[src/rtl/dm_cmd_gen_pkg.sv]
// Shared definitions for the DataMover command generator: word layouts,
// field positions, FSM encodings and the command packing helper.
package dm_cmd_pkg;

    localparam int CMD_W          = 72;
    localparam int CMD_BTT_LSB    = 0;
    localparam int CMD_BTT_W      = 23;
    localparam int CMD_TYPE_BIT   = 23;
    localparam int CMD_DSA_LSB    = 24;
    localparam int CMD_EOF_BIT    = 30;
    localparam int CMD_DRR_BIT    = 31;
    localparam int CMD_SADDR_LSB  = 32;
    localparam int CMD_TAG_LSB    = 64;

    localparam int STS_TAG_LSB    = 0;
    localparam int STS_INTERR_BIT = 4;
    localparam int STS_DECERR_BIT = 5;
    localparam int STS_SLVERR_BIT = 6;
    localparam int STS_OKAY_BIT   = 7;

    localparam logic [1:0] ST_IDLE  = 2'd0;
    localparam logic [1:0] ST_ISSUE = 2'd1;
    localparam logic [1:0] ST_DRAIN = 2'd2;
    localparam logic [1:0] ST_DONE  = 2'd3;

    typedef struct packed {
        logic [3:0]  rsvd;
        logic [3:0]  tag;
        logic [31:0] saddr;
        logic        drr;
        logic        eof;
        logic [5:0]  dsa;
        logic        incr;
        logic [22:0] btt;
    } dm_cmd_t;

    typedef struct packed {
        logic       okay;
        logic       slverr;
        logic       decerr;
        logic       interr;
        logic [3:0] tag;
    } dm_sts_t;

    function automatic logic [CMD_W-1:0] dm_cmd_pack(input logic [31:0] addr,
                                                      input logic [22:0] btt,
                                                      input logic [3:0]  tag,
                                                      input logic        eof);
        logic [CMD_W-1:0] w;
        w = '0;
        w[CMD_BTT_LSB +: CMD_BTT_W] = btt;
        w[CMD_TYPE_BIT]             = 1'b1;
        w[CMD_DSA_LSB +: 6]         = 6'd0;
        w[CMD_EOF_BIT]              = eof;
        w[CMD_DRR_BIT]              = 1'b0;
        w[CMD_SADDR_LSB +: 32]      = addr;
        w[CMD_TAG_LSB +: 4]         = tag;
        return w;
    endfunction

endpackage

[src/rtl/dm_cmd_gen_if.sv]
// Descriptor, command and status streams of the command generator.
// All streams use valid/ready: a transfer happens on a clock edge where both are high.
interface dm_cmd_gen_if;
    logic        i_req_valid;
    logic        o_req_ready;
    logic [31:0] i_req_addr;
    logic [31:0] i_req_len;
    logic        i_req_eof;
    logic        o_cmd_tvalid;
    logic        i_cmd_tready;
    logic [71:0] o_cmd_tdata;
    logic        i_sts_tvalid;
    logic        o_sts_tready;
    logic [7:0]  i_sts_tdata;
    logic        o_busy;
    logic        o_done;
    logic        o_err;
    logic [3:0]  o_err_code;
    logic [1:0]  o_dbg_state;

    modport master (
        input  i_req_valid, i_req_addr, i_req_len, i_req_eof,
        input  i_cmd_tready, i_sts_tvalid, i_sts_tdata,
        output o_req_ready, o_cmd_tvalid, o_cmd_tdata, o_sts_tready,
        output o_busy, o_done, o_err, o_err_code, o_dbg_state
    );

    modport slave (
        output i_req_valid, i_req_addr, i_req_len, i_req_eof,
        output i_cmd_tready, i_sts_tvalid, i_sts_tdata,
        input  o_req_ready, o_cmd_tvalid, o_cmd_tdata, o_sts_tready,
        input  o_busy, o_done, o_err, o_err_code, o_dbg_state
    );
endinterface

[src/rtl/dm_cmd_gen.sv]
// Splits one descriptor into DataMover commands of at most MAX_CHUNK bytes,
// bounds commands in flight and folds the status stream into done/error.
module dm_cmd_gen
    import dm_cmd_pkg::*;
#(
    parameter int MAX_CHUNK       = 4096,
    parameter int MAX_OUTSTANDING = 4
) (
    input  logic         clk_dma,
    input  logic         rst_dma,
    dm_cmd_gen_if.master bus
);

    localparam logic [31:0] CHUNK   = 32'(MAX_CHUNK);
    localparam logic [3:0]  OUT_MAX = 4'(MAX_OUTSTANDING);

    logic [1:0]       state_q, state_d;
    logic [31:0]      addr_q, addr_d;
    logic [31:0]      rem_q, rem_d;
    logic             eof_q, eof_d;
    logic [3:0]       tx_tag_q, tx_tag_d;
    logic [3:0]       rx_tag_q, rx_tag_d;
    logic [3:0]       outst_q, outst_d;
    logic             err_q, err_d;
    logic [3:0]       err_code_q, err_code_d;
    logic             cmd_valid_q, cmd_valid_d;
    logic [CMD_W-1:0] cmd_data_q, cmd_data_d;
    logic             done_q;

    logic        req_hs, cmd_hs, sts_hs, sts_err;
    logic [3:0]  sts_bits;
    logic [31:0] btt_cur, btt_nxt;

    always_comb begin
        req_hs  = (state_q == ST_IDLE) && bus.i_req_valid;
        cmd_hs  = cmd_valid_q && bus.i_cmd_tready;
        // Statuses outside a descriptor, or with nothing in flight, are strays.
        sts_hs  = bus.i_sts_tvalid && (outst_q != 4'd0) &&
                  ((state_q == ST_ISSUE) || (state_q == ST_DRAIN));
        sts_bits = {bus.i_sts_tdata[STS_TAG_LSB +: 4] != rx_tag_q,
                    bus.i_sts_tdata[STS_SLVERR_BIT],
                    bus.i_sts_tdata[STS_DECERR_BIT],
                    bus.i_sts_tdata[STS_INTERR_BIT]};
        sts_err = sts_hs && (!bus.i_sts_tdata[STS_OKAY_BIT] || (sts_bits != 4'd0));
        btt_cur = (rem_q < CHUNK) ? rem_q : CHUNK;

        state_d    = state_q;
        addr_d     = addr_q;
        rem_d      = rem_q;
        eof_d      = eof_q;
        tx_tag_d   = tx_tag_q;
        rx_tag_d   = rx_tag_q;
        err_d      = err_q;
        err_code_d = err_code_q;

        case ({cmd_hs, sts_hs})
            2'b10:   outst_d = outst_q + 4'd1;
            2'b01:   outst_d = outst_q - 4'd1;
            default: outst_d = outst_q;
        endcase

        if (sts_hs) begin
            rx_tag_d = rx_tag_q + 4'd1;
        end
        if (sts_err) begin
            err_d      = 1'b1;
            err_code_d = err_code_q | sts_bits;
        end

        case (state_q)
            ST_IDLE: begin
                if (req_hs) begin
                    addr_d     = bus.i_req_addr;
                    rem_d      = bus.i_req_len;
                    eof_d      = bus.i_req_eof;
                    err_d      = 1'b0;
                    err_code_d = 4'd0;
                    state_d    = (bus.i_req_len == 32'd0) ? ST_DONE : ST_ISSUE;
                end
            end
            ST_ISSUE: begin
                if (cmd_hs) begin
                    addr_d   = addr_q + btt_cur;
                    rem_d    = rem_q - btt_cur;
                    tx_tag_d = tx_tag_q + 4'd1;
                end
                if (sts_err || (cmd_hs && (rem_q == btt_cur))) begin
                    state_d = ST_DRAIN;
                end
            end
            ST_DRAIN: begin
                if (outst_d == 4'd0) begin
                    state_d = ST_DONE;
                end
            end
            default: state_d = ST_IDLE;
        endcase

        // Command register is loaded from next-state values so it is stable under backpressure.
        btt_nxt     = (rem_d < CHUNK) ? rem_d : CHUNK;
        cmd_valid_d = (state_d == ST_ISSUE) && (outst_d < OUT_MAX) && (rem_d != 32'd0);
        cmd_data_d  = cmd_valid_d ?
                      dm_cmd_pack(addr_d, 23'(btt_nxt), tx_tag_d, eof_d && (rem_d <= CHUNK)) :
                      cmd_data_q;
    end

    always_ff @(posedge clk_dma) begin
        if (rst_dma) begin
            state_q     <= ST_IDLE;
            addr_q      <= '0;
            rem_q       <= '0;
            eof_q       <= 1'b0;
            tx_tag_q    <= '0;
            rx_tag_q    <= '0;
            outst_q     <= '0;
            err_q       <= 1'b0;
            err_code_q  <= '0;
            cmd_valid_q <= 1'b0;
            cmd_data_q  <= '0;
            done_q      <= 1'b0;
        end else begin
            state_q     <= state_d;
            addr_q      <= addr_d;
            rem_q       <= rem_d;
            eof_q       <= eof_d;
            tx_tag_q    <= tx_tag_d;
            rx_tag_q    <= rx_tag_d;
            outst_q     <= outst_d;
            err_q       <= err_d;
            err_code_q  <= err_code_d;
            cmd_valid_q <= cmd_valid_d;
            cmd_data_q  <= cmd_data_d;
            done_q      <= (state_q == ST_DONE);
        end
    end

    assign bus.o_req_ready  = (state_q == ST_IDLE);
    assign bus.o_cmd_tvalid = cmd_valid_q;
    assign bus.o_cmd_tdata  = cmd_data_q;
    assign bus.o_sts_tready = 1'b1;
    assign bus.o_busy       = (state_q != ST_IDLE);
    assign bus.o_done       = done_q;
    assign bus.o_err        = err_q;
    assign bus.o_err_code   = err_code_q;
    assign bus.o_dbg_state  = state_q;

endmodule

[src/flat_wrapper.sv]
// flat-port wrapper written by rule: the top's interface ports become plain ports
module dm_cmd_gen_flat import dm_cmd_pkg::*;
#(
    parameter int MAX_CHUNK       = 4096,
    parameter int MAX_OUTSTANDING = 4
)
  (clk_dma, rst_dma, bus_i_req_valid, bus_i_req_addr, bus_i_req_len, bus_i_req_eof, bus_i_cmd_tready, bus_i_sts_tvalid, bus_i_sts_tdata, bus_o_req_ready, bus_o_cmd_tvalid, bus_o_cmd_tdata, bus_o_sts_tready, bus_o_busy, bus_o_done, bus_o_err, bus_o_err_code, bus_o_dbg_state);
  dm_cmd_gen_if bus_i ();
  input  logic clk_dma;
  input  logic rst_dma;
  input wire logic [$bits(bus_i.i_req_valid)-1:0] bus_i_req_valid;
  input wire logic [$bits(bus_i.i_req_addr)-1:0] bus_i_req_addr;
  input wire logic [$bits(bus_i.i_req_len)-1:0] bus_i_req_len;
  input wire logic [$bits(bus_i.i_req_eof)-1:0] bus_i_req_eof;
  input wire logic [$bits(bus_i.i_cmd_tready)-1:0] bus_i_cmd_tready;
  input wire logic [$bits(bus_i.i_sts_tvalid)-1:0] bus_i_sts_tvalid;
  input wire logic [$bits(bus_i.i_sts_tdata)-1:0] bus_i_sts_tdata;
  output wire logic [$bits(bus_i.o_req_ready)-1:0] bus_o_req_ready;
  output wire logic [$bits(bus_i.o_cmd_tvalid)-1:0] bus_o_cmd_tvalid;
  output wire logic [$bits(bus_i.o_cmd_tdata)-1:0] bus_o_cmd_tdata;
  output wire logic [$bits(bus_i.o_sts_tready)-1:0] bus_o_sts_tready;
  output wire logic [$bits(bus_i.o_busy)-1:0] bus_o_busy;
  output wire logic [$bits(bus_i.o_done)-1:0] bus_o_done;
  output wire logic [$bits(bus_i.o_err)-1:0] bus_o_err;
  output wire logic [$bits(bus_i.o_err_code)-1:0] bus_o_err_code;
  output wire logic [$bits(bus_i.o_dbg_state)-1:0] bus_o_dbg_state;
  assign bus_i.i_req_valid = bus_i_req_valid;
  assign bus_i.i_req_addr = bus_i_req_addr;
  assign bus_i.i_req_len = bus_i_req_len;
  assign bus_i.i_req_eof = bus_i_req_eof;
  assign bus_i.i_cmd_tready = bus_i_cmd_tready;
  assign bus_i.i_sts_tvalid = bus_i_sts_tvalid;
  assign bus_i.i_sts_tdata = bus_i_sts_tdata;
  assign bus_o_req_ready = bus_i.o_req_ready;
  assign bus_o_cmd_tvalid = bus_i.o_cmd_tvalid;
  assign bus_o_cmd_tdata = bus_i.o_cmd_tdata;
  assign bus_o_sts_tready = bus_i.o_sts_tready;
  assign bus_o_busy = bus_i.o_busy;
  assign bus_o_done = bus_i.o_done;
  assign bus_o_err = bus_i.o_err;
  assign bus_o_err_code = bus_i.o_err_code;
  assign bus_o_dbg_state = bus_i.o_dbg_state;
  dm_cmd_gen #(.MAX_CHUNK(MAX_CHUNK), .MAX_OUTSTANDING(MAX_OUTSTANDING)) u_core (.clk_dma(clk_dma), .rst_dma(rst_dma), .bus(bus_i));
endmodule
[config.mk]
export PLATFORM = sky130hd
export DESIGN_NAME = dm_cmd_gen_flat
export DESIGN_NICKNAME = d
export VERILOG_FILES = /design/src/rtl/dm_cmd_gen_pkg.sv /design/src/rtl/dm_cmd_gen_if.sv /design/src/rtl/dm_cmd_gen.sv /design/src/flat_wrapper.sv
export SDC_FILE = /design/constraint.sdc
export NUM_CORES = 1
export LEC_CHECK = 0
export ABC_AREA = 1
export BUFFER_PORTS_ARGS = -buffer_cell sky130_fd_sc_hd__buf_2
export CORE_MARGIN = 5
export CORE_UTILIZATION = 40
export CTS_CLUSTER_DIAMETER = 60
export DETAILED_ROUTE_END_ITERATION = 8
export PLACE_DENSITY = 0.69
export RECOVER_POWER = 100
export SLEW_MARGIN = 20
export SYNTH_ARGS = -nofsm -noshare
export SYNTH_HDL_FRONTEND = slang
export SYNTH_SLANG_ARGS = --single-unit
[constraint.sdc]
create_clock -name clk_dma -period 11.7 [get_ports clk_dma]
set_clock_uncertainty 0.1 [all_clocks]
set_input_delay 1.755 -clock clk_dma [delete_from_list [all_inputs] [get_ports clk_dma]]
set_output_delay 1.755 -clock clk_dma [all_outputs]
set_load 0.01 [all_outputs]
Word-level counts from Yosys, hierarchy flattened
Cells that the tools add are included.

word-level totals
  bits in registers = 147
  bits in latches = 0
  bits in writable memories = 0
  ROM bits = 0
  logic and storage cells = 75
  memories kept = 0

operators by class
  $add $sub $neg = 6
  multipliers = 0
  divide/modulo/power cells = 0
  magnitude comparators = 4
  eq/ne operators = 8
  shift-type cells = 0
  muxes and demuxes = 24
  bitwise operators = 1
  reduce and logical (&&, ||, !) cells = 20

operators by type and width
  cell                                                                                 number
  32-bit two-way mux                                                                   5
  32-bit case mux with 2 select lines                                                  2
  32-bit by 13-bit less-than comparator with 1-bit output (second input constant)      2
  32-bit adder                                                                         1
  32-bit == test                                                                       1
  32-bit by 13-bit less-or-equal comparator with 1-bit output (second input constant)  1
  32-bit logical NOT                                                                   1
  32-bit nonzero test                                                                  1
  32-bit subtractor                                                                    1
  23-bit two-way mux                                                                   1
  4-bit two-way mux                                                                    5
  4-bit by 1-bit adder with 4-bit output (second input constant)                       3
  1-bit logical AND                                                                    9
  2-bit two-way mux                                                                    4
  4-bit case mux with 2 select lines                                                   1
  4-bit nonzero test                                                                   2
  2-bit by 1-bit == test with 1-bit output (second input constant)                     3
  2-bit == test (second input constant)                                                3
  2-bit case mux with 3 select lines                                                   1
  1-bit two-way mux                                                                    5
  4-bit logical NOT                                                                    1
  4-bit by 3-bit less-than comparator with 1-bit output (second input constant)        1
  4-bit inequality test                                                                1
  4-bit bitwise OR                                                                     1
  other kinds (5)                                                                      7

Longest topological paths before layout
Gate-level depths: netlist (run 1).

  word-level depth = 11
  depth in mapped cells = 27
  gate-level depth less buffers = 24

Least setup slack after synthesis (run 1)
OpenSTA, ideal clock, no wires.

  kind = in2reg
  start = input bus_i_cmd_tready
  end = register u_core.cmd_data_q[53] (netlist: u_core.bus.o_cmd_tdata[53])
  setup time = 0.112 ns
  arrival = 4.960 ns
  data required time = 11.488 ns
  path slack = 6.529 ns
  stages = 21
  path buffers = 4
  cells stage by stage = nand2_1 clkbuf_1 clkbuf_1 clkbuf_1 ha_1 inv_1 fa_1 xnor2_1 nand2_1 nand2_1 nor2_1 nand3_1 nand2_1 a21oi_1 a21oi_1 nand3_1 inv_2 buf_1 nand3_1 nand2_1 nor2_1

between the ends
  longest elaborated chain between the ends = 9
  elaborated cells between the ends (all ways) = 19

RTL lines
  what                                                                       RTL line            text
  start: declaration                                                         flat_wrapper.sv:15  input wire logic [$bits(bus_i.i_cmd_tready)-1:0] bus_i_cmd_tready;
  1-bit logical AND *                                                        dm_cmd_gen.sv:36    cmd_hs = cmd_valid_q && bus.i_cmd_tready;
  2-bit by 1-bit == test with 1-bit output or 2-bit == test (tied branches)  dm_cmd_gen.sv:56    case ({cmd_hs, sts_hs})
  4-bit case mux with 2 select lines                                         dm_cmd_gen.sv:56
  4-bit logical NOT                                                          dm_cmd_gen.sv:92    if (outst_d == 4'd0) begin
  2-bit two-way mux                                                          dm_cmd_gen.sv:92
  2-bit case mux with 3 select lines                                         dm_cmd_gen.sv:70    case (state_q)
  2-bit by 1-bit == test with 1-bit output                                   dm_cmd_gen.sv:101   cmd_valid_d = (state_d == ST_ISSUE) && (outst_d < OUT_MAX) && (rem_d != 32'd0);
  1-bit logical AND (2 in series)                                            dm_cmd_gen.sv:101
  end signal: assignment                                                     dm_cmd_gen.sv:132   cmd_data_q <= cmd_data_d;
  end: declaration                                                           dm_cmd_gen.sv:27    logic [CMD_W-1:0] cmd_data_q, cmd_data_d;

Mark *: on every way between the ends. The rest lies on a longest branch, timed or not.
A chain may end at the register's enable or synchronous reset.

Worst setup path after layout (run 1)
  start = input bus_i_req_valid
  end = register u_core.cmd_data_q[23] (netlist: u_core.bus.o_cmd_tdata[23])

between the ends
  longest elaborated chain between the ends = 6
  elaborated cells between the ends (all ways) = 9

RTL lines
  what                                                        RTL line            text
  start: declaration                                          flat_wrapper.sv:11  input wire logic [$bits(bus_i.i_req_valid)-1:0] bus_i_req_valid;
  1-bit logical AND *                                         dm_cmd_gen.sv:35    req_hs = (state_q == ST_IDLE) && bus.i_req_valid;
  branches (longest 4 deep; another with 32-bit two-way mux)  --
  1-bit logical AND *                                         dm_cmd_gen.sv:101

Mark *: on every way between the ends.

==> results of run 1 <==
[synthesized netlist by cell type (all sizes together) (3+ instances only)]
| master | number |
|---|---|
| inv | 160 |
| a21boi | 3 |
| clkbuf | 36 |
| or2 | 9 |
| o221ai | 4 |
| buf | 36 |
| nor2 | 267 |
| xnor2 | 4 |
| a221oi | 9 |
| o22ai | 10 |
| and2 | 9 |
| nand4 | 36 |
| nand2 | 307 |
| o211ai | 12 |
| dfxtp | 147 |
| a21oi | 122 |
| a22oi | 30 |
| ha | 43 |
| nor4 | 9 |
| nand3 | 122 |
| nor3 | 10 |
| xor2 | 11 |
| o21ai | 74 |
| o21a | 6 |
| a31oi | 4 |
[sequential cells by signal (all words and copies together), names as in the netlist]
signal and cells:
u_core.eof_q 1, u_core.bus.o_dbg_state 2, u_core.bus.o_err_code 4, u_core.rx_tag_q 4, u_core.outst_q 4, u_core.bus.o_cmd_tdata 61
u_core.tx_tag_q 4, u_core.bus.o_done 1, u_core.addr_q 32, u_core.bus.o_cmd_tvalid 1, u_core.bus.o_err 1, u_core.rem_q 32
[worst max-delay path, cell delays in order]
cell and delay [ps]:
clkbuf_1 110, nand2_1 480, clkinvlp_2 1980, a22oi_1 890
nand3_1 140, nor2_1 800, nand2_1 110, nor2_1 230
nand3_4 370, nand2_4 520, inv_1 530, nor2_1 220
nor2_1 50
[per-layer routing]
layer,vias up,GRT usage (%),share of wire [%]
met5,-,0,0
met4,0,7.30,2.6
met3,44,3.85,6.5
met2,349,36.8,47
met1,4663,29.1,44
li1,5196,-,-
[final cells by class]
class	instances	area [µm²]
Fill cell	2545	12500
Multi-Input combinational cell	1150	5820
Sequential cell	147	2940
Timing Repair Buffer	158	711
Inverter	160	602
Clock buffer	18	439
Tap cell	319	399
Clock inverter	14	168
[metrics by stage]
step / cells / hold slack (ps) / util, % / area, µm²
3_3_place_gp: 1934 / 332 / 44.8 / 10600
2_1_floorplan: 1529 / 361 / - / 9750
6_report: 1966 / 343 / 46.9 / 11100
4_1_cts: 1966 / 342 / 47.4 / 11200
5_1_grt: 1966 / 365 / 46.9 / 11100
3_5_place_dp: 1934 / 331 / 44.8 / 10600
[power by group through the flow]
| stage | Combinational (mW) | Sequential, mW | Clock, mW |
|---|---|---|---|
| 3_3_place_gp | 0.898 | 0.666 | 0 |
| 4_1_cts | 0.914 | 0.655 | 0.586 |
| 2_1_floorplan | 0.649 | 0.680 | 0 |
| 3_5_place_dp | 0.910 | 0.665 | 0 |
| 5_1_grt | 1.02 | 0.669 | 0.608 |
| 6_report | 0.905 | 0.657 | 0.578 |
[worst min-delay path by stage]
stage,endpoint,depth (start not counted),slack (ps),startpoint
6_report,u_core.bus.o_cmd_tdata[18],2,340,u_core.bus.o_cmd_tdata[18]
5_1_grt,u_core.bus.o_cmd_tdata[18],2,360,u_core.bus.o_cmd_tdata[18]
2_1_floorplan,u_core.bus.o_cmd_tdata[13],2,360,u_core.bus.o_cmd_tdata[13]
4_1_cts,u_core.bus.o_cmd_tdata[18],2,340,u_core.bus.o_cmd_tdata[18]
3_3_place_gp,u_core.bus.o_cmd_tdata[17],2,330,u_core.bus.o_cmd_tdata[17]
3_5_place_dp,u_core.bus.o_cmd_tdata[16],2,330,u_core.bus.o_cmd_tdata[16]
[logic make-up (layout without fill, tap and decap cells)]
logic type / count (synthesis) / in the layout
DFF: 147 / 147
other: 2 / 32
adders and majority gates: 45 / 45
xor gates and xnor gates: 15 / 15
and+or+nand+nor: 773 / 773
muxes: 1 / 1
buffers and inverters: 232 / 350
AOI/OAI and AO/OA: 284 / 284
==> results by group, run 1 <==
Layout
  – Most frequent cells in the layout: nand2_1 (301), nor2_1 (261), inv_1 (154)
  – Layout cells sized above 1: about 9%
  – Synth-to-Final Area Change: 15.0%
  – Most common cell after layout, fill and taps aside: nand2_1
  – Ant. Diodes: 0
  – Total Nets Final: approximately 1,800

STA
  – Hold Fails Final Rpt: 0
  – Tightest Pin Transition: about 2400 ps
  – Worst setup margin: about 3600 ps
  – Final Max Tran Viols: between 150 and 200
  – Achievable frequency: approximately 120 MHz
  – Slew headroom: -58.0%
  – Setup repair after global routing missed its margin: false
  – Time the worst path needs with I/O delays and setup: 8090 ps
  – Endpoints failing setup: 0
  – Setup TNS: 0 ps
  – Final period utilization: roughly 70%

Synth
  – Cell variety after synth: 54
  – Simple-Gate Fraction of Synth Area: approximately 34%
  – Post-synth EDFFs: 0
  – Warnings, synthesis: 0
  – Post-synthesis compound-gate area fraction: 17.4%
  – Post-Synthesis Cell Area: ~9600 µm²
  – Async SR Flop Fraction: 0%
  – Yosys reg bits: about 150
  – Top cells by area, synth: dfxtp_1 (31%), nand2_1 (12%), nor2_1 (10%)
  – Most common flop cell mapped by yosys: dfxtp_1
  – Synth top area share: a little under a third
  – Synth Area per Inst: between 6 and 7 µm²
  – Register area share after synthesis: 30.5%
  – Synth Area in Adders: 6.00%
  – Largest area contributor in the netlist: dfxtp_1
  – Mapped Cells: roughly 1,500
  – Post-synthesis mux area share: less than 1%
  – Largest family of logic cells by synthesized area: simple AND/OR/NAND/NOR gates
  – Synth Area in XOR/XNOR: 1.36%

Floorplan
  – Initial core utilization: just over 40%
  – Die Y: between 150 and 200 µm
  – IO Count: 162
  – Die width: 165 µm
  – Die area: 27,300 µm²
  – # rows: 56
  – Core ar.: roughly 24,000 µm²

Critical path
  – Critical Path RT: between 10,000 and 15,000 ps
  – Worst setup path endpoint: u_core.bus.o_cmd_tdata[23]
  – Kind of critical path: in2reg
  – Worst-path fanout max: 56
  – Startpoint of the worst register-to-register path: u_core.bus.o_dbg_state[1]
  – Endpoint of the worst register-to-register path: u_core.bus.o_cmd_tdata[23]
  – Crit start category: primary input
  – Arr. time, crit path: between 8000 and 9000 ps
  – R2R cell count: 14
  – Worst reg2reg setup slack: roughly 4200 ps
  – CP endpoint kind: flip-flop
  – Launch point of the worst path: bus_i_req_valid

Power
  – Clock power frac: approximately 27%
  – Comb power frac: approximately 42%
  – Power per cell area: around 190 nW/µm²
  – VDD IR max: between 0.1 and 0.15 mV
  – Pleak: approximately 5 nW
  – Reported net switching power: roughly 0.94 mW
  – Pint: between 1 and 1.5 mW
  – Sequential Power Share: between 30% and 40%
  – Sw Ratio: 43.8%
  – Pwr Total: about 2.1 mW

Routing
  – Drt pass-1 iters: 6
  – Via count: roughly 10,000
  – DR DRC count: 0
  – WL per Instance: around 16 µm
  – Final WL: 30,800 µm
  – ANT nets after route: 0
  – Via-to-Cell Ratio: 5.21
  – Starting DRC count in detailed routing: around 640

Outcome
  – Failing checks: capacitance limit, slew limit
  – Outcome: finished, violations left

GRT
  – Vias in the first global route: between 9,000 and 10,000
  – Initial antenna violation count: 0
  – GRT Resource Usage Total: between 20 and 25%
  – Global-route wire length before repair: 48,200 µm
  – Largest net degree at the start of global routing: 57
  – GRT overflow: 0

Clocking
  – Post_cts resized: 0
  – Total CTS buffers: 17
  – TritonCTS clock tree: yes
  – Post-CTS Setup Inserts: 0
  – Clk_lat worst skew: approximately 440 ps
  – Clock root buffer: clkbuf_16
  – Hold-fix buffers, CTS: 0
  – CTS Buffer Depth: 2
  – H-tree levels: 4
  – Clk slew on worst S/H paths: ~70 ps
  – Clock sink count: 147

Placement
  – Final RePlAce weighted congestion: 0.909
  – Pre-CTS WS: roughly 5400 ps
  – I/O Buffers: 149
  – Dpl hpwl: 22,600 µm

Min path
  – HP Class: reg2reg

Job
  – Number of max-cap violations: 4
Power figures use the tool's default switching activity.
==> run 2: changes to the inputs <==
==> constraint.sdc (replaced) <==
create_clock -name clk_dma -period 8 [get_ports clk_dma]
set_clock_uncertainty 0.1 [all_clocks]
set_input_delay 1.2 -clock clk_dma [delete_from_list [all_inputs] [get_ports clk_dma]]
set_output_delay 1.2 -clock clk_dma [all_outputs]
set_load 0.01 [all_outputs]
==> run 2 against run 1 <==
Net effect: the flow still finishes with violations (capacitance limit, slew limit); die area unchanged; sequential cell count stayed put; utilization fell by 0.22 points; sequential power increased by 47%; via count grew 0.65%; cell count did not move; critical path depth rose by 5; clock power is 35% higher; critical path type is now reg2reg; largest power group unchanged; highest routed layer unchanged.
==> results by group, run 2 (synthesis results as in run 1) <==
Outcome
  – Outcome: finished, violations left
  – Failing checks: capacitance limit, slew limit

Critical path
  – R2R cell count: 18 (+4)
  – Worst path most repeated cell: nor2_1
  – Startpoint of the worst register-to-register path: u_core.rem_q[21]
  – Buf/Inv on CP: 2 (-1)
  – Cell class contributing the biggest share of worst-path delay: simple AND/OR/NAND/NOR gates
  – Critical Path RT: 8120 ps (-3720 ps)
  – Endpoint of the worst register-to-register path: u_core.bus.o_cmd_tdata[23]
  – Worst reg2reg setup slack: 1880 ps (-2300 ps)
  – Crit start category: flip-flop
  – CP Cell Sequence: nor2_1 -> nand2_1 -> nor2_1 -> nand3_1 -> nand2_1 -> inv_1 -> nand2_1 -> o21ai_0 -> a21oi_1 -> nand3_1 -> nor2_2 -> nand2_1 -> nor2_1 -> nand3_4 -> nand2_4 -> inv_2 -> nor2_1 -> nor2_1
  – CP endpoint kind: flip-flop
  – Stages on worst setup path: 18 (+5)
  – Worst-path fanout max: 35 (-38%)
  – Slowest-stage cell, CP: nand3_1
  – Arr. time, crit path: 6230 ps (-2000 ps)
  – CP max stage delay: 1010 ps (-970 ps)
  – Kind of critical path: reg2reg

STA
  – Final Max Tran Viols: 148 (-25%)
  – Endpoints failing setup: 0 (unchanged)
  – Setup TNS: 0 ps (unchanged)
  – Slew headroom: -92.8% (-35 points)
  – Hold Fails Final Rpt: 0 (unchanged)
  – Setup repair after global routing missed its margin: false
  – Time the worst path needs with I/O delays and setup: between 6000 and 7000 ps
  – Final period utilization: 76.5%
  – Achievable frequency: roughly 160 MHz
  – Tightest Pin Transition: 2890 ps (+534 ps)

Floorplan
  – # rows: 56 (unchanged)
  – Die area: 27,300 µm² (unchanged)
  – Core ar.: 23,600 µm² (unchanged)
  – Initial core utilization: 40.8% (unchanged)
  – IO Count: 162 (unchanged)
  – Die Y: 165 µm (unchanged)
  – Die width: 165 µm (unchanged)

Routing
  – Drt pass-1 iters: 5 (-1)
  – Via-to-Cell Ratio: 5.25 (+0.65%)
  – ANT nets after route: 0 (unchanged)
  – WL per Instance: 15.9 µm (+1.6%)
  – Starting DRC count in detailed routing: 891 (+39%)
  – DR DRC count: 0 (unchanged)
  – Final WL: 31,300 µm (+1.6%)
  – Via count: 10,300 (+0.65%)

GRT
  – Vias in the first global route: 9,829 (+3.1%)
  – GRT overflow: 0 (unchanged)
  – Largest net degree at the start of global routing: 60 (+5.3%)
  – Global-route wire length before repair: 49,700 µm (+3.0%)
  – Initial antenna violation count: 0 (unchanged)
  – GRT Resource Usage Total: 22.8% (+0.65 points)

Clocking
  – Clock sink count: 147 (unchanged)
  – Hold-fix buffers, CTS: 0 (unchanged)
  – Post-CTS Setup Inserts: 0 (unchanged)
  – Clk slew on worst S/H paths: 70 ps (about the same)
  – Clk_lat worst skew: 440 ps (about the same)
  – Total CTS buffers: 17 (unchanged)
  – TritonCTS clock tree: yes
  – Clock root buffer: clkbuf_16
  – CTS Buffer Depth: 2 (unchanged)
  – H-tree levels: 4 (unchanged)
  – Post_cts resized: 0 (unchanged)

Layout
  – Fill cell count: 2,510 (-1.4%)
  – Storage cell area: 2940 µm² (unchanged)
  – Largest register FFs: 61 (unchanged)
  – Design Area, Final: 11,000 µm² (-0.46%)
  – Final core occ: 46.7% (-0.22 points)
  – Ant. Diodes: 0 (unchanged)
  – Layout cells sized above 1: 9.11% (+0.18 points)
  – Synth-to-Final Area Change: 14.5%
  – Most common cell after layout, fill and taps aside: nand2_1
  – Multi-input logic area: 5810 µm² (-0.17%)
  – Total Nets Final: 1,757 (unchanged)
  – Most frequent cells in the layout: nand2_1 (302), nor2_1 (261), inv_1 (149)

Placement
  – Final RePlAce weighted congestion: 0.952 (+4.7%)
  – Placed instance area: 10,600 µm² (about the same)
  – I/O Buffers: 149 (unchanged)
  – Dpl hpwl: 23,200 µm (+2.5%)

Min path
  – Min-Delay Path Depth: 2 (unchanged)
  – Worst Hold End: u_core.bus.o_cmd_tdata[15]
  – Worst Hold Launch: u_core.bus.o_cmd_tdata[15]
  – HP Class: reg2reg

Job
  – Number of max-cap violations: 3 (-1)

Power
  – Pleak: 5.11 nW (-0.62%)
  – VDD IR max: 0.151 mV (+44%)
  – Power per cell area: 278 nW/µm² (+44%)
## run 2: cell types whose count changed in the layout (fill, tap and decap cells not counted), sizes merged
| cell | change |
|---|---|
| bufinv | -2 |
| clkinv | +3 |
| inv | -1 |
## run 2: worst min-delay path, cell delays in order (launching register included)
cell and delay [ps]:
dfxtp_1 310, nand2_1 60, nor2_1 30
## run 2: stage by stage
step,instances,hold slack (ps),power (mW),setup WS (ps)
6_report,1966,342,3.07,1880
5_1_grt,1966,359,3.29,1270
4_1_cts,1965,343,3.09,2930
3_5_place_dp,1933,331,2.31,2480
3_3_place_gp,1933,331,2.29,2620
2_1_floorplan,1529,361,1.94,3380
## run 2: area by class of cell
type / instances / share of cell area (%)
multi-input combinational: 1150 / 52.7
tap: 319 / 3.62
clock buffer: 18 / 3.98
clock inverter: 14 / 1.07
timing repair buffer: 158 / 6.53
inverter: 160 / 5.45
sequential: 147 / 26.7
## run 2: where the power goes
part           total [mW]  switching (mW)  internal [mW]
logic                1.32           0.912          0.412
registers           0.964          0.0963          0.868
clock network       0.783           0.369          0.414
total                3.07            1.38           1.69
## run 2: worst max-delay path by stage
| stage | to | start | slack (ps) |
|---|---|---|---|
| after floorplan | u_core.bus.o_cmd_tdata[53] | bus_i_cmd_tready | 3380 |
| after global placement | u_core.bus.o_cmd_tdata[23] | bus_i_req_valid | 2620 |
| after detailed placement | u_core.bus.o_cmd_tdata[23] | bus_i_cmd_tready | 2480 |
| after CTS | u_core.bus.o_cmd_tdata[23] | u_core.bus.o_dbg_state[0] | 2930 |
| after global routing | u_core.bus.o_cmd_tdata[23] | u_core.rem_q[21] | 1270 |
| final | u_core.bus.o_cmd_tdata[23] | u_core.rem_q[21] | 1880 |
## run 2: layer usage
layer	track usage, %	routed length, µm	vias to the layer above
met4	6.84	603	0
met2	38.4	14700	333
met1	29.8	14000	4748
met3	4.00	1940	45
met5	0	0	-
li1	-	-	5193
==> run 3: changes to the inputs <==
--- a/config.mk
+++ b/config.mk
@@ -5,13 +5,13 @@
 export SDC_FILE = /design/constraint.sdc
 export NUM_CORES = 1
 export LEC_CHECK = 0
-export ABC_AREA = 1
+export ABC_AREA = 0
 export BUFFER_PORTS_ARGS = -buffer_cell sky130_fd_sc_hd__buf_2
 export CORE_MARGIN = 5
 export CORE_UTILIZATION = 40
 export CTS_CLUSTER_DIAMETER = 60
 export DETAILED_ROUTE_END_ITERATION = 8
-export PLACE_DENSITY = 0.69
+export PLACE_DENSITY = 0.72
 export RECOVER_POWER = 100
 export SLEW_MARGIN = 20
 export SYNTH_ARGS = -nofsm -noshare
==> constraint.sdc (replaced) <==
create_clock -name clk_dma -period 5.34 [get_ports clk_dma]
set_clock_uncertainty 0.1 [all_clocks]
set_input_delay 0.801 -clock clk_dma [delete_from_list [all_inputs] [get_ports clk_dma]]
set_output_delay 0.801 -clock clk_dma [all_outputs]
set_load 0.01 [all_outputs]
==> run 3 against run 2 <==
Net effect: the flow still finishes with violations (capacitance limit, slew limit); largest power group is now registers; setup slack got worse by 1400 ps; count of clock-buffer cells in the layout is the same; sequential share of layout area rose by 1.4 points; critical path type unchanged; final area down 5.1%; maximum frequency rose by 26%; hold slack improved by 23 ps; utilization increased by 1.1 points; power up 11%; global-route usage is 0.76 points lower; cell count shrank 24%; first-iteration DRC count down 5.4%; register-to-register slack got worse by 1400 ps.
==> results by group, run 3 <==
STA
  – Setup repair after global routing missed its margin: false
  – Hold Fails Final Rpt: 0 (unchanged)
  – Final Max Tran Viols: 98 (-34%)
  – Final period utilization: 91.2% (+15 points)
  – Achievable frequency: 205 MHz (+26%)
  – WHS: 364 ps (+22.9 ps)
  – Time the worst path needs with I/O delays and setup: 4870 ps (-1250 ps)
  – Worst setup margin: 472 ps (-1410 ps)
  – Endpoints failing setup: 0 (unchanged)
  – Slew headroom: -127% (-35 points)
  – Setup TNS: 0 ps (unchanged)
  – Tightest Pin Transition: 3410 ps (+518 ps)

Critical path
  – Crit start category: flip-flop
  – Launch point of the worst path: u_core.bus.o_dbg_state[0]
  – Cell class contributing the biggest share of worst-path delay: multiplexers
  – CP endpoint kind: flip-flop
  – Worst-path fanout max: 20 (-43%)
  – Kind of critical path: reg2reg
  – Worst path most repeated cell: buf_4
  – Critical Path RT: 5560 ps (-2560 ps)
  – Slowest-stage cell, CP: mux2i_1
  – Arr. time, crit path: 5080 ps (-1150 ps)
  – Buf/Inv on CP: 4 (+2)
  – CP max stage delay: 970 ps (-40 ps)
  – CP Cell Sequence: inv_1 -> ha_1 -> mux2i_1 -> buf_4 -> a21o_1 -> buf_4 -> a22o_1 -> a221oi_1 -> and3_1 -> and2_0 -> a31oi_2 -> clkbuf_1 -> mux2_2
  – Startpoint of the worst register-to-register path: u_core.bus.o_dbg_state[0]

Synth
  – Yosys reg bits: 147 (unchanged)
  – Register area share after synthesis: 33.0% (+2.4 points)
  – Most frequent cells after synthesis: dfxtp_1 (147), nor2_1 (115), nand2_1 (68)
  – Most common flop cell mapped by yosys: dfxtp_1
  – Async SR Flop Fraction: 0% (unchanged)
  – Synth top area share: 33.0% (+2.4 points)
  – Post-Synthesis Cell Area: 8920 µm² (-7.4%)
  – Top cells by area, synth: dfxtp_1 (33%), ha_1 (6.0%), nor2_1 (4.8%)
  – Count leader, synth: dfxtp_1
  – Mapped Cells: 1,055 (-30%)
  – Cell variety after synth: 82 (+52%)
  – Synth Area per Inst: 8.46 µm² (+32%)
  – Largest area contributor in the netlist: dfxtp_1
  – Post-synth EDFFs: 0 (unchanged)
  – Warnings, synthesis: 0 (unchanged)

Clocking
  – Total CTS buffers: 17 (unchanged)
  – CTS Buffer Depth: 2 (unchanged)
  – H-tree levels: 4 (unchanged)
  – Post-CTS Setup Inserts: 0 (unchanged)
  – TritonCTS clock tree: yes
  – Post_cts resized: 0 (unchanged)
  – Clock sink count: 147 (unchanged)
  – Clk slew on worst S/H paths: 70 ps (about the same)
  – Hold-fix buffers, CTS: 0 (unchanged)
  – Clock root buffer: clkbuf_16
  – Clk_lat worst skew: 430 ps (about the same)

Placement
  – Final RePlAce weighted congestion: 0.990 (+4.0%)
  – Pre-CTS WS: 775 ps (-1710 ps)
  – I/O Buffers: 149 (unchanged)
  – Dpl hpwl: 21,600 µm (-7.0%)

Routing
  – Starting DRC count in detailed routing: 843 (-5.4%)
  – Drt pass-1 iters: 5 (unchanged)
  – Via-to-Cell Ratio: 5.85 (+12%)
  – WL per Instance: 19.4 µm (+22%)
  – ANT nets after route: 0 (unchanged)
  – DR DRC count: 0 (unchanged)
  – Via count: 8,786 (-15%)
  – Final WL: 29,200 µm (-6.6%)

GRT
  – Largest net degree at the start of global routing: 72 (+20%)
  – Initial antenna violation count: 1 (+1)
  – Global-route wire length before repair: 45,800 µm (-7.8%)
  – Vias in the first global route: 8,369 (-15%)
  – GRT overflow: 0 (unchanged)
  – GRT Resource Usage Total: 22.0% (-0.76 points)

Layout
  – Ant. Diodes: 0 (unchanged)
  – Largest register FFs: 61 (unchanged)
  – Synth-to-Final Area Change: 17.3%
  – Total Nets Final: 1,332 (-24%)
  – Layout cells sized above 1: 15.1% (+6.0 points)
  – Most frequent cells in the layout: dfxtp_1 (147), nor2_1 (115), clkbuf_1 (78)
  – Most common cell after layout, fill and taps aside: dfxtp_1
  – Fill cell count: 2,184 (-13%)

Floorplan
  – Die width: 159 µm (-3.5%)
  – # rows: 54 (-3.6%)
  – IO Count: 162 (unchanged)
  – Die Y: 159 µm (-3.5%)
  – Die area: 25,400 µm² (-7.0%)
  – Initial core utilization: 40.8% (-0.049 points)
  – Core ar.: 21,900 µm² (-7.3%)

Power
  – VDD IR max: 0.208 mV (+38%)
  – Power per cell area: 324 nW/µm² (+16%)
  – Sequential Power Share: 37.4% (+6.0 points)
  – Clock power frac: 36.0% (+10 points)
  – Pint: 2.24 mW (+32%)
  – Pleak: 4.33 nW (-15%)
  – Comb power frac: 26.6% (-16 points)
  – Sw Ratio: 34.0% (-11 points)
  – Reported net switching power: 1.15 mW (-16%)
  – Pwr Total: 3.39 mW (+11%)

Min path
  – Worst Hold Launch: u_core.bus.o_cmd_tdata[62]
  – HP Class: reg2reg

Outcome
  – Failing checks: capacitance limit, slew limit
  – Outcome: finished, violations left

Job
  – Number of max-cap violations: 2 (-1)
==> run 3: path summary, 6_finish.rpt <==
kind | to | slack (ps) | depth (start not counted)
worst max-delay path | u_core.bus.o_cmd_tdata[53] | 470 | 13
worst min-delay path | u_core.bus.o_cmd_tdata[62] | 360 | 2
worst max register to register | u_core.bus.o_cmd_tdata[53] | 470 | 13
worst min register to register | u_core.bus.o_cmd_tdata[62] | 360 | 2
==> run 3: tightest hold or removal path: cells and delay by family (launching register included) <==
family,cells,cell delay [ps]
DFF,1,310
and+or+nand+nor,1,50
muxes,1,50
==> run 3: cells by family after synthesis <==
logic type                 after synthesis  share of synthesized area, %
adders and majority gates               45                          6.48
muxes                                   47                          5.79
buffers and inverters                   99                          5.12
DFF                                    147                          33.0
AOI/OAI and AO/OA                      288                          23.3
other                                    2                        0.0842
and+or+nand+nor                        392                          22.8
xor gates and xnor gates                35                          3.44
==> run 3: cell type report <==
cell class / instances / area [µm²] / area share (%)
Sequential cell: 147 / 2940 / 28.1
Multi-Input combinational cell: 839 / 5630 / 53.8
Timing Repair Buffer: 177 / 858 / 8.20
Clock buffer: 18 / 439 / 4.20
Inverter: 27 / 101 / 0.968
Clock inverter: 13 / 149 / 1.42
Tap cell: 280 / 350 / 3.35
==> run 3: metal layers <==
| metal | track usage, % | share of wire [%] | up-vias |
|---|---|---|---|
| li1 | - | - | 4220 |
| met1 | 29.5 | 43 | 4125 |
| met3 | 5.80 | 9.8 | 48 |
| met5 | 0 | 0.069 | - |
| met2 | 35.3 | 46 | 391 |
| met4 | 5.66 | 1.9 | 2 |
==> run 3: stage by stage <==
step	util, %	area, µm²	instances
finish	47.8	10500	1501
detailed placement	45.7	10000	1470
global route	47.8	10500	1501
CTS	48.4	10600	1501
global placement	45.7	10000	1470
floorplan	-	9030	1085
==> run 3: power groups by stage <==
stage          clock [mW]  combinational, mW  sequential, mW
6_report             1.22              0.904            1.27
3_5_place_dp            0              0.901            1.29
3_3_place_gp            0              0.898            1.29
2_1_floorplan           0              0.619            1.29
5_1_grt              1.29              0.990            1.28
4_1_cts              1.24              0.907            1.26
